File: src/rtl/bmem_arbiter_pkg.sv
`default_nettype none
// ============================================================================
// Module  : bmem_arbiter_pkg
// Purpose : Shared sizing constants, FSM state type and the line-alignment
//           helper for the burst-memory arbiter.
// Ports   : none (package)
// Revision: 1.0 - initial release
// ============================================================================
package bmem_arbiter_pkg;

  localparam int BMEM_NUM_REQ   = 2;
  localparam int BMEM_LINE_BITS = 256;
  localparam int BMEM_BEAT_BITS = 64;
  localparam int BMEM_BEATS     = BMEM_LINE_BITS / BMEM_BEAT_BITS;

  typedef enum logic [2:0] {
    IDLE    = 3'd0,
    RD_CMD  = 3'd1,
    RD_DATA = 3'd2,
    WR_DATA = 3'd3,
    RESP    = 3'd4
  } bmem_arb_state_t;

  // A 256-bit line spans 32 bytes, so the low 5 address bits are dropped.
  function automatic logic [31:0] line_align(input logic [31:0] addr);
    return addr & 32'hFFFF_FFE0;
  endfunction

endpackage
`default_nettype wire

File: src/rtl/bmem_arbiter_rr_arbiter.sv
`default_nettype none
// ============================================================================
// Module  : rr_arbiter
// Purpose : Round-robin grant: picks the first pending index at or after the
//           pointer, wrapping around.
// Ports   : pending   - request vector (N)
//           ptr       - index with highest priority this evaluation
//           grant     - one-hot grant (N)
//           grant_idx - binary index of the granted requester
//           any       - at least one requester pending
// Revision: 1.0 - initial release
// ============================================================================
module rr_arbiter #(
  parameter int N     = 2,
  parameter int PTR_W = (N > 1) ? $clog2(N) : 1
) (
  input  logic [N-1:0]     pending,
  input  logic [PTR_W-1:0] ptr,
  output logic [N-1:0]     grant,
  output logic [PTR_W-1:0] grant_idx,
  output logic             any
);

  int               w_sum;
  logic [PTR_W-1:0] w_idx;

  always_comb begin
    grant     = '0;
    grant_idx = '0;
    any       = 1'b0;
    w_sum     = 0;
    w_idx     = '0;
    for (int off = 0; off < N; off++) begin
      w_sum = int'(ptr) + off;
      if (w_sum >= N) w_sum = w_sum - N;
      w_idx = PTR_W'(w_sum);
      if (!any && pending[w_idx]) begin
        any          = 1'b1;
        grant[w_idx] = 1'b1;
        grant_idx    = w_idx;
      end
    end
  end

endmodule
`default_nettype wire

File: src/rtl/bmem_arbiter.sv
`default_nettype none
// ============================================================================
// Module  : bmem_arbiter
// Purpose : Shares one burst memory port between NUM_REQ cacheline clients.
//           One full-line transaction at a time, granted round-robin; lines
//           are split into / assembled from BEAT_BITS-wide beats.
// Ports   : clk, rst_n                    - clock, async active-low reset
//           req_addr/read/write/wdata     - per-requester line requests
//           req_rdata                     - read line, valid with req_resp
//           req_resp                      - one-hot completion pulse
//           bmem_addr/read/write/wdata    - memory command and write beats
//           bmem_ready                    - memory accepts command/beat
//           bmem_raddr/rdata/rvalid       - returning read beats
// Revision: 1.0 - initial release
// ============================================================================
module bmem_arbiter
  import bmem_arbiter_pkg::*;
#(
  parameter int NUM_REQ   = BMEM_NUM_REQ,
  parameter int LINE_BITS = BMEM_LINE_BITS,
  parameter int BEAT_BITS = BMEM_BEAT_BITS
) (
  input  logic                         clk,
  input  logic                         rst_n,
  input  logic [NUM_REQ*32-1:0]        req_addr,
  input  logic [NUM_REQ-1:0]           req_read,
  input  logic [NUM_REQ-1:0]           req_write,
  input  logic [NUM_REQ*LINE_BITS-1:0] req_wdata,
  output logic [LINE_BITS-1:0]         req_rdata,
  output logic [NUM_REQ-1:0]           req_resp,
  output logic [31:0]                  bmem_addr,
  output logic                         bmem_read,
  output logic                         bmem_write,
  output logic [BEAT_BITS-1:0]         bmem_wdata,
  input  logic                         bmem_ready,
  input  logic [31:0]                  bmem_raddr,
  input  logic [BEAT_BITS-1:0]         bmem_rdata,
  input  logic                         bmem_rvalid
);

  localparam int BEATS = LINE_BITS / BEAT_BITS;
  localparam int CNT_W = (BEATS > 1) ? $clog2(BEATS) : 1;
  localparam int PTR_W = (NUM_REQ > 1) ? $clog2(NUM_REQ) : 1;
  localparam logic [CNT_W-1:0] LAST_BEAT = CNT_W'(BEATS - 1);

  bmem_arb_state_t  r_state;
  logic [PTR_W-1:0] r_ptr;
  logic [PTR_W-1:0] r_owner;
  logic [CNT_W-1:0] r_cnt;

  logic [NUM_REQ-1:0]   w_pending;
  logic [NUM_REQ-1:0]   w_grant;
  logic [PTR_W-1:0]     w_gidx;
  logic                 w_any;
  logic [PTR_W-1:0]     w_next_ptr;
  logic [31:0]          w_sel_addr;
  logic                 w_sel_read;
  logic [LINE_BITS-1:0] w_sel_wdata;
  logic [CNT_W-1:0]     w_next_cnt;

  assign w_pending = req_read | req_write;

  rr_arbiter #(.N(NUM_REQ), .PTR_W(PTR_W)) u_rr (
    .pending   (w_pending),
    .ptr       (r_ptr),
    .grant     (w_grant),
    .grant_idx (w_gidx),
    .any       (w_any)
  );

  assign w_sel_addr  = req_addr[w_gidx*32 +: 32];
  assign w_sel_read  = |(req_read & w_grant);
  assign w_sel_wdata = req_wdata[w_gidx*LINE_BITS +: LINE_BITS];
  assign w_next_ptr  = (w_gidx == PTR_W'(NUM_REQ - 1)) ? '0 : w_gidx + 1'b1;
  assign w_next_cnt  = r_cnt + 1'b1;

  // req_rdata doubles as the line buffer: it collects read beats and holds
  // the outgoing line during writes (its content is don't-care for writes).
  // All req_* inputs are sampled only in IDLE, so requesters dropping or
  // changing their request mid-transaction cannot disturb a burst.
  always_ff @(posedge clk or negedge rst_n) begin
    if (!rst_n) begin
      r_state    <= IDLE;
      r_ptr      <= '0;
      r_owner    <= '0;
      r_cnt      <= '0;
      req_rdata  <= '0;
      req_resp   <= '0;
      bmem_addr  <= '0;
      bmem_read  <= 1'b0;
      bmem_write <= 1'b0;
      bmem_wdata <= '0;
    end else begin
      req_resp <= '0;
      case (r_state)
        IDLE: begin
          if (w_any) begin
            r_owner   <= w_gidx;
            r_ptr     <= w_next_ptr;
            r_cnt     <= '0;
            bmem_addr <= line_align(w_sel_addr);
            if (w_sel_read) begin
              bmem_read <= 1'b1;
              r_state   <= RD_CMD;
            end else begin
              req_rdata  <= w_sel_wdata;
              bmem_wdata <= w_sel_wdata[BEAT_BITS-1:0];
              bmem_write <= 1'b1;
              r_state    <= WR_DATA;
            end
          end
        end
        RD_CMD: begin
          if (bmem_ready) begin
            bmem_read <= 1'b0;
            r_state   <= RD_DATA;
          end
        end
        RD_DATA: begin
          // Beats tagged for another line are dropped without advancing.
          if (bmem_rvalid && (bmem_raddr == bmem_addr)) begin
            req_rdata[r_cnt*BEAT_BITS +: BEAT_BITS] <= bmem_rdata;
            r_cnt <= w_next_cnt;
            if (r_cnt == LAST_BEAT) begin
              req_resp[r_owner] <= 1'b1;
              r_state           <= RESP;
            end
          end
        end
        WR_DATA: begin
          if (bmem_ready) begin
            if (r_cnt == LAST_BEAT) begin
              bmem_write        <= 1'b0;
              r_cnt             <= '0;
              req_resp[r_owner] <= 1'b1;
              r_state           <= RESP;
            end else begin
              r_cnt      <= w_next_cnt;
              bmem_wdata <= req_rdata[w_next_cnt*BEAT_BITS +: BEAT_BITS];
            end
          end
        end
        RESP: begin
          r_cnt   <= '0;
          r_state <= IDLE;
        end
        default: r_state <= IDLE;
      endcase
    end
  end

`ifndef SYNTHESIS
  // A requester may ask for a read or a write, never both at once.
  always_ff @(posedge clk) begin
    if (rst_n) assert ((req_read & req_write) == '0);
  end
`endif

endmodule
`default_nettype wire

File: config.mk
export PLATFORM = sky130hd
export DESIGN_NAME = bmem_arbiter
export DESIGN_NICKNAME = d
export VERILOG_FILES = /design/src/rtl/bmem_arbiter_pkg.sv /design/src/rtl/bmem_arbiter_rr_arbiter.sv /design/src/rtl/bmem_arbiter.sv
export SDC_FILE = /design/constraint.sdc
export NUM_CORES = 1
export LEC_CHECK = 0
export BUFFER_PORTS_ARGS = -buffer_cell sky130_fd_sc_hd__buf_4
export CORE_AREA = 10 10 399 401
export DETAILED_ROUTE_END_ITERATION = 10
export DIE_AREA = 0 0 409 411
export PLACE_DENSITY = 0.36
export RECOVER_POWER = 25
export SLEW_MARGIN = 0
export SYNTH_ARGS = -nofsm -noshare
export SYNTH_HDL_FRONTEND = slang
export SYNTH_SLANG_ARGS = --single-unit
File: constraint.sdc
create_clock -name clk -period 3.4 [get_ports clk]
set_input_delay 0.17 -clock clk [delete_from_list [all_inputs] [get_ports clk]]
set_output_delay 0.17 -clock clk [all_outputs]
set_load 0.01 [all_outputs]
* Word-level counts from Yosys, hierarchy flattened
Index checks and enable logic that the tools add are counted.
Storage, ports and cells: bits in registers 358, output and inout bits 356, logic and storage cells 119
Cells by class: reductions and logical operators 19, bitwise gates (word level) 3, equality and inequality tests 14, mux-type cells 54, shift operators 5, magnitude comparators 8, add/subtract/negate cells 6
Operators with widths (number):
- $mux W256 | 3
- $pmux W256 S2 | 1
- $shiftx A512 B10 Y256 | 1
- $bwmux W256 | 1
- $mux W64 | 4
- $shift A64 B34 Y256 const A | 1
- $shiftx A256 B9 Y64 | 1
- $shiftx A64 B34 Y256 | 1
- $pmux W64 S2 | 1
- $shiftx A64 B7 Y32 | 1
- $neg A8 Y34 | 1
- $eq A32 B32 Y1 | 1
- $mux W1 | 21
- $mux W2 | 10
- $reduce_and A4 Y1 | 4
- $mux W3 | 5
- $ne A2 B2 Y1 const B | 7
- $pmux W3 S4 | 1
- $reduce_and A5 Y1 | 2
- $pmux W2 S4 | 1
- $eq A3 B2 Y1 const B | 2
- $lt A1 B2 Y1 const B | 3
- $reduce_bool A2 Y1 | 3
- $logic_and A1 B1 Y1 | 5
- other kinds (21) | 28

* Depth between registers and ports, before layout
depth after elaboration 14, depth in mapped cells 12

* Cells and area by module
Synthesis repeated with hierarchy kept, for this count alone.
Unflattened totals: cell total of the unflattened synthesis 1940, area total of the unflattened synthesis 21679.5 um^2
Modules (own cells, without submodules):
- bmem_arbiter | times used 1, cells each 1935, area an instance 21647.0 um^2
- rr_arbiter | times used 1, cells each 5, area an instance 32.5 um^2

* Least setup slack after synthesis
OpenSTA, ideal clock, no wires.
path type reg-to-reg, start point reg r_cnt[0], end point reg bmem_wdata[15], clock period less this slack 3133 ps, slack 267 ps, library setup time 128 ps, stages on the path, launching flop included 12, arrival time 3006 ps, path buffers 5, path through dfrtp_1 > clkbuf_1 > buf_2 > buf_2 > inv_1 > ha_1 > clkbuf_1 > clkbuf_1 > mux4_2 > nor2_1 > a31oi_1 > mux2_1
On the way: longest elaborated chain between the ends 5
RTL lines:
- from (decl) | RTL line bmem_arbiter.sv:49 | logic [CNT_W-1:0] r_cnt;
- from (signal assigned) | RTL line bmem_arbiter.sv:123 | r_cnt <= w_next_cnt;
- from (signal assigned) | RTL line bmem_arbiter.sv:138 | r_cnt <= w_next_cnt;
- $add A2 B1 Y2 | RTL line bmem_arbiter.sv:75 | assign w_next_cnt = r_cnt + 1'b1;
- $shiftx A256 B9 Y64 | RTL line bmem_arbiter.sv:139 | bmem_wdata <= req_rdata[w_next_cnt*BEAT_BITS +: BEAT_BITS];
- $mux W64 | RTL line bmem_arbiter.sv:132 | if (r_cnt == LAST_BEAT) begin
- $mux W64 | RTL line bmem_arbiter.sv:131 | if (bmem_ready) begin
- $pmux W64 S2 | RTL line bmem_arbiter.sv:95 | case (r_state)
- to (signal assigned) | RTL line bmem_arbiter.sv:107 | bmem_wdata <= w_sel_wdata[BEAT_BITS-1:0];
- to (signal assigned) | RTL line bmem_arbiter.sv:139
- to (decl) | RTL line bmem_arbiter.sv:34 | output logic [BEAT_BITS-1:0] bmem_wdata,
Parallel ways exist; a longest one is shown, timed or not. The select of a mux whose other input is x is not followed. A chain may end at the register's enable or synchronous reset.

* Worst setup path in the final report
start point reg r_cnt[0], end point reg bmem_wdata[29]
Same word-level chain as after synthesis.

==> flow_summary.ini <==
[clocking]
cts_buffers = 55
root_buffer = clkbuf_16
cts_tree = done
clk_pin_slew_worst_paths_ns = 0.06
postCtsSetupBuffers = 0
cts_sinks = 358
clk_path_buf_depth = 3
htree_num_levels = 2
clk_latency_ns = 0.66

[synth]
yosysUniqueCellTypes = 54
yosys.area_share.simple_pct = 31.0
synth_edf_count = 0
synth_xor_area_share_pct = 0.764
synth_area_leaders = dfrtp_1 (29%), nand4_1 (10%), o211ai_1 (8.8%)
postSynthAreaPerCell_um2 = 8.10
synth_compound_area_share_pct = 24.7
yosys_register_bits = 358
synth_common_cells = nand4_1 (519), nand2_1 (510), nand3_1 (451), clkbuf_1 (431), o211ai_1 (364)
synthAdderAreaFrac_pct = 0.162
synthCells = 3818
postSynth.asyncResetShare_pct = 100
synth_area_leader_cell = dfrtp_1
synth_top_area_share_pct = 29.0
synth-seq-area-share_pct = 29.0
post-synth-top-count-cell = nand4_1
synth_top_family_by_area = simple AND/OR/NAND/NOR gates
synth.area.mux_share_pct = 7.02
synth_area_um2 = 30900
ys.flop_type = dfrtp_1
yosysWarningCount = 0

[outcome]
violations = capacitance limit, slew limit
status = finished with violations

[global_routing]
grt_antenna_before_repair = 40
gr-total-overflow = 0
grt_pass1_wl_um = 317000
grt_max_degree = 109
track_usage_pct = 25.3
grt_pass1_vias = 40000

[sta]
max_slew_margin_pct = -75.2
final-setup-viol-count = 0
hold_viol = 0
setup_tns_ns = 0
finalWorstSetupSlack_ns = 0.192
fin_crit_ns = 3.21
slew_viol_final = 71
skew_ns = 0.0301
tightest_slew_ns = 2.63
fmax_mhz = 312
grt_setup_unrepaired = no
min_period_over_period_pct = 94.4

[finish]
drive_above_1_share_pct = 31.3
finalNonFillerCells = 7033
num-nets-final = 5633
multi_input_area_um2 = 19900
n_fill_cell = 16200
synthToLayoutAreaGrowth_pct = 53.0
seq_area_um2 = 8960

[floorplan]
die_h_um = 411
fp.dieArea_um2 = 168000
core-area_um2 = 151000
chipWidth_um = 409
num_rows = 143
ios = 1036
start_util_pct = 20.5

[detailed_routing]
via_per_inst = 5.71
dr.pass1.iters = 7
drtIter0Drc = 3724
routedWlPerCell_um = 32.1
vias = 40100
drcViolationCount = 0
totalWireLength_um = 226000
drtAntennaViolNets = 0

[flow_run]
maxCapViolCount = 1

[critical_path]
path_class = register to register
end_kind = register
worstPathArrival_ns = 3.74
cp-start-kind = register
cp_max_fo = 61
crit_required_ns = 3.93

[placement]
portBuffers = 1020
routabilityCongestion = 0.897
place_inst = 6498
dp_slack_ns = 0.547
hpwl_um = 156000

[power_and_ir_drop]
powerDensity_nw_per_um2 = 1110
leakagePower_nw = 18.7
vdd_ir_drop_max_v = 0.00102

[min_path]
hold_class = input pin to register
## kinds of logic (layout without fill, tap and decap cells)
group	after synthesis	after routing
compound gates	888	888
xor+xnor	27	27
fa+ha+maj	4	4
buf+inv	552	1720
flops	358	358
mux	129	129
other cells	1	18
simple gates	1859	1859
## what timing repair did
action,CTS,global route
endpoints found under the setup margin,0,12
hold buffers,424,0
endpoints found under the hold margin,299,0
resized for setup,0,1
## area by class of cell
class	instances	area share, %
Antenna cell	13	0.0687
Clock buffer	83	3.53
Clock inverter	15	0.357
Inverter	9	0.0819
Multi-Input combinational cell	2912	42.0
Sequential cell	358	18.9
Tap cell	2030	5.37
Timing Repair Buffer	1613	29.6
## flip-flops by register name (all words and copies together), names as in the netlist, 2 cells and up
register    flops
req_rdata     256
bmem_wdata     64
bmem_addr      27
r_cnt           2
req_resp        2
r_state         3
## final timing paths
| check | start | slack [ns] | cells past startpoint | endpoint |
|---|---|---|---|---|
| worst min register to register | r_owner | 0.45 | 1 | req_resp[0] |
| worst min-delay path | req_wdata[222] | 0.04 | 5 | req_rdata[222] |
| min in group asynchronous | rst_n | 0.89 | 2 | bmem_wdata[0] |
| max in group asynchronous | rst_n | 0.42 | 3 | req_rdata[153] |
| worst max register to register | r_cnt[0] | 0.19 | 7 | bmem_wdata[29] |
| worst max-delay path | r_cnt[0] | 0.19 | 7 | bmem_wdata[29] |
## stage by stage
stage | hold slack (ns) | util [%] | power (mW) | instance area, µm²
floorplan | -0.126 | - | 28.9 | 31000
global placement | 0.275 | 27.3 | 44.2 | 41200
detailed placement | 0.277 | 27.3 | 44.3 | 41200
CTS | 0.000213 | 31.3 | 52.9 | 47300
global route | 0.0335 | 31.3 | 56.0 | 47300
finish | 0.0416 | 31.3 | 52.7 | 47300
## layer usage
metal / vias up / routed length, µm / GRT usage (%)
met5: - / 267 / 0
met1: 20600 / 93800 / 32.2
li1: 17400 / - / -
met3: 336 / 15800 / 5.59
met2: 1755 / 109000 / 42.3
met4: 40 / 7680 / 8.28
## power breakdown
part	leakage, nW	switching, mW	internal [mW]
clock network	0.917	2.47	3.59
registers	3.90	2.98	6.47
logic	13.9	21.2	16.0
total	18.7	26.6	26.0
## placed cells by master (no fill, tap or decap), types with 64 or more instances in the layout
master            n
o211ai_2        150
nand2_1         508
a221oi_1        257
buf_4          1114
dlygate4sd3_1   424
and3_1          256
nor2_1           94
nand4_1         519
o211ai_1        364
nand3_1         451
mux4_2           64
a31oi_1          91
buf_12           69
dfrtp_1         356
## critical path, stage by stage, from the launching register on
cell           delay (ns)
dfrtp_4              0.44
buf_12               0.41
buf_4                0.38
mux4_2               0.53
nor2_1               0.19
a31oi_1              0.07
dlygate4sd3_1        0.55
mux2_1               0.28
Note: power is estimated with default switching activity, not from simulation.
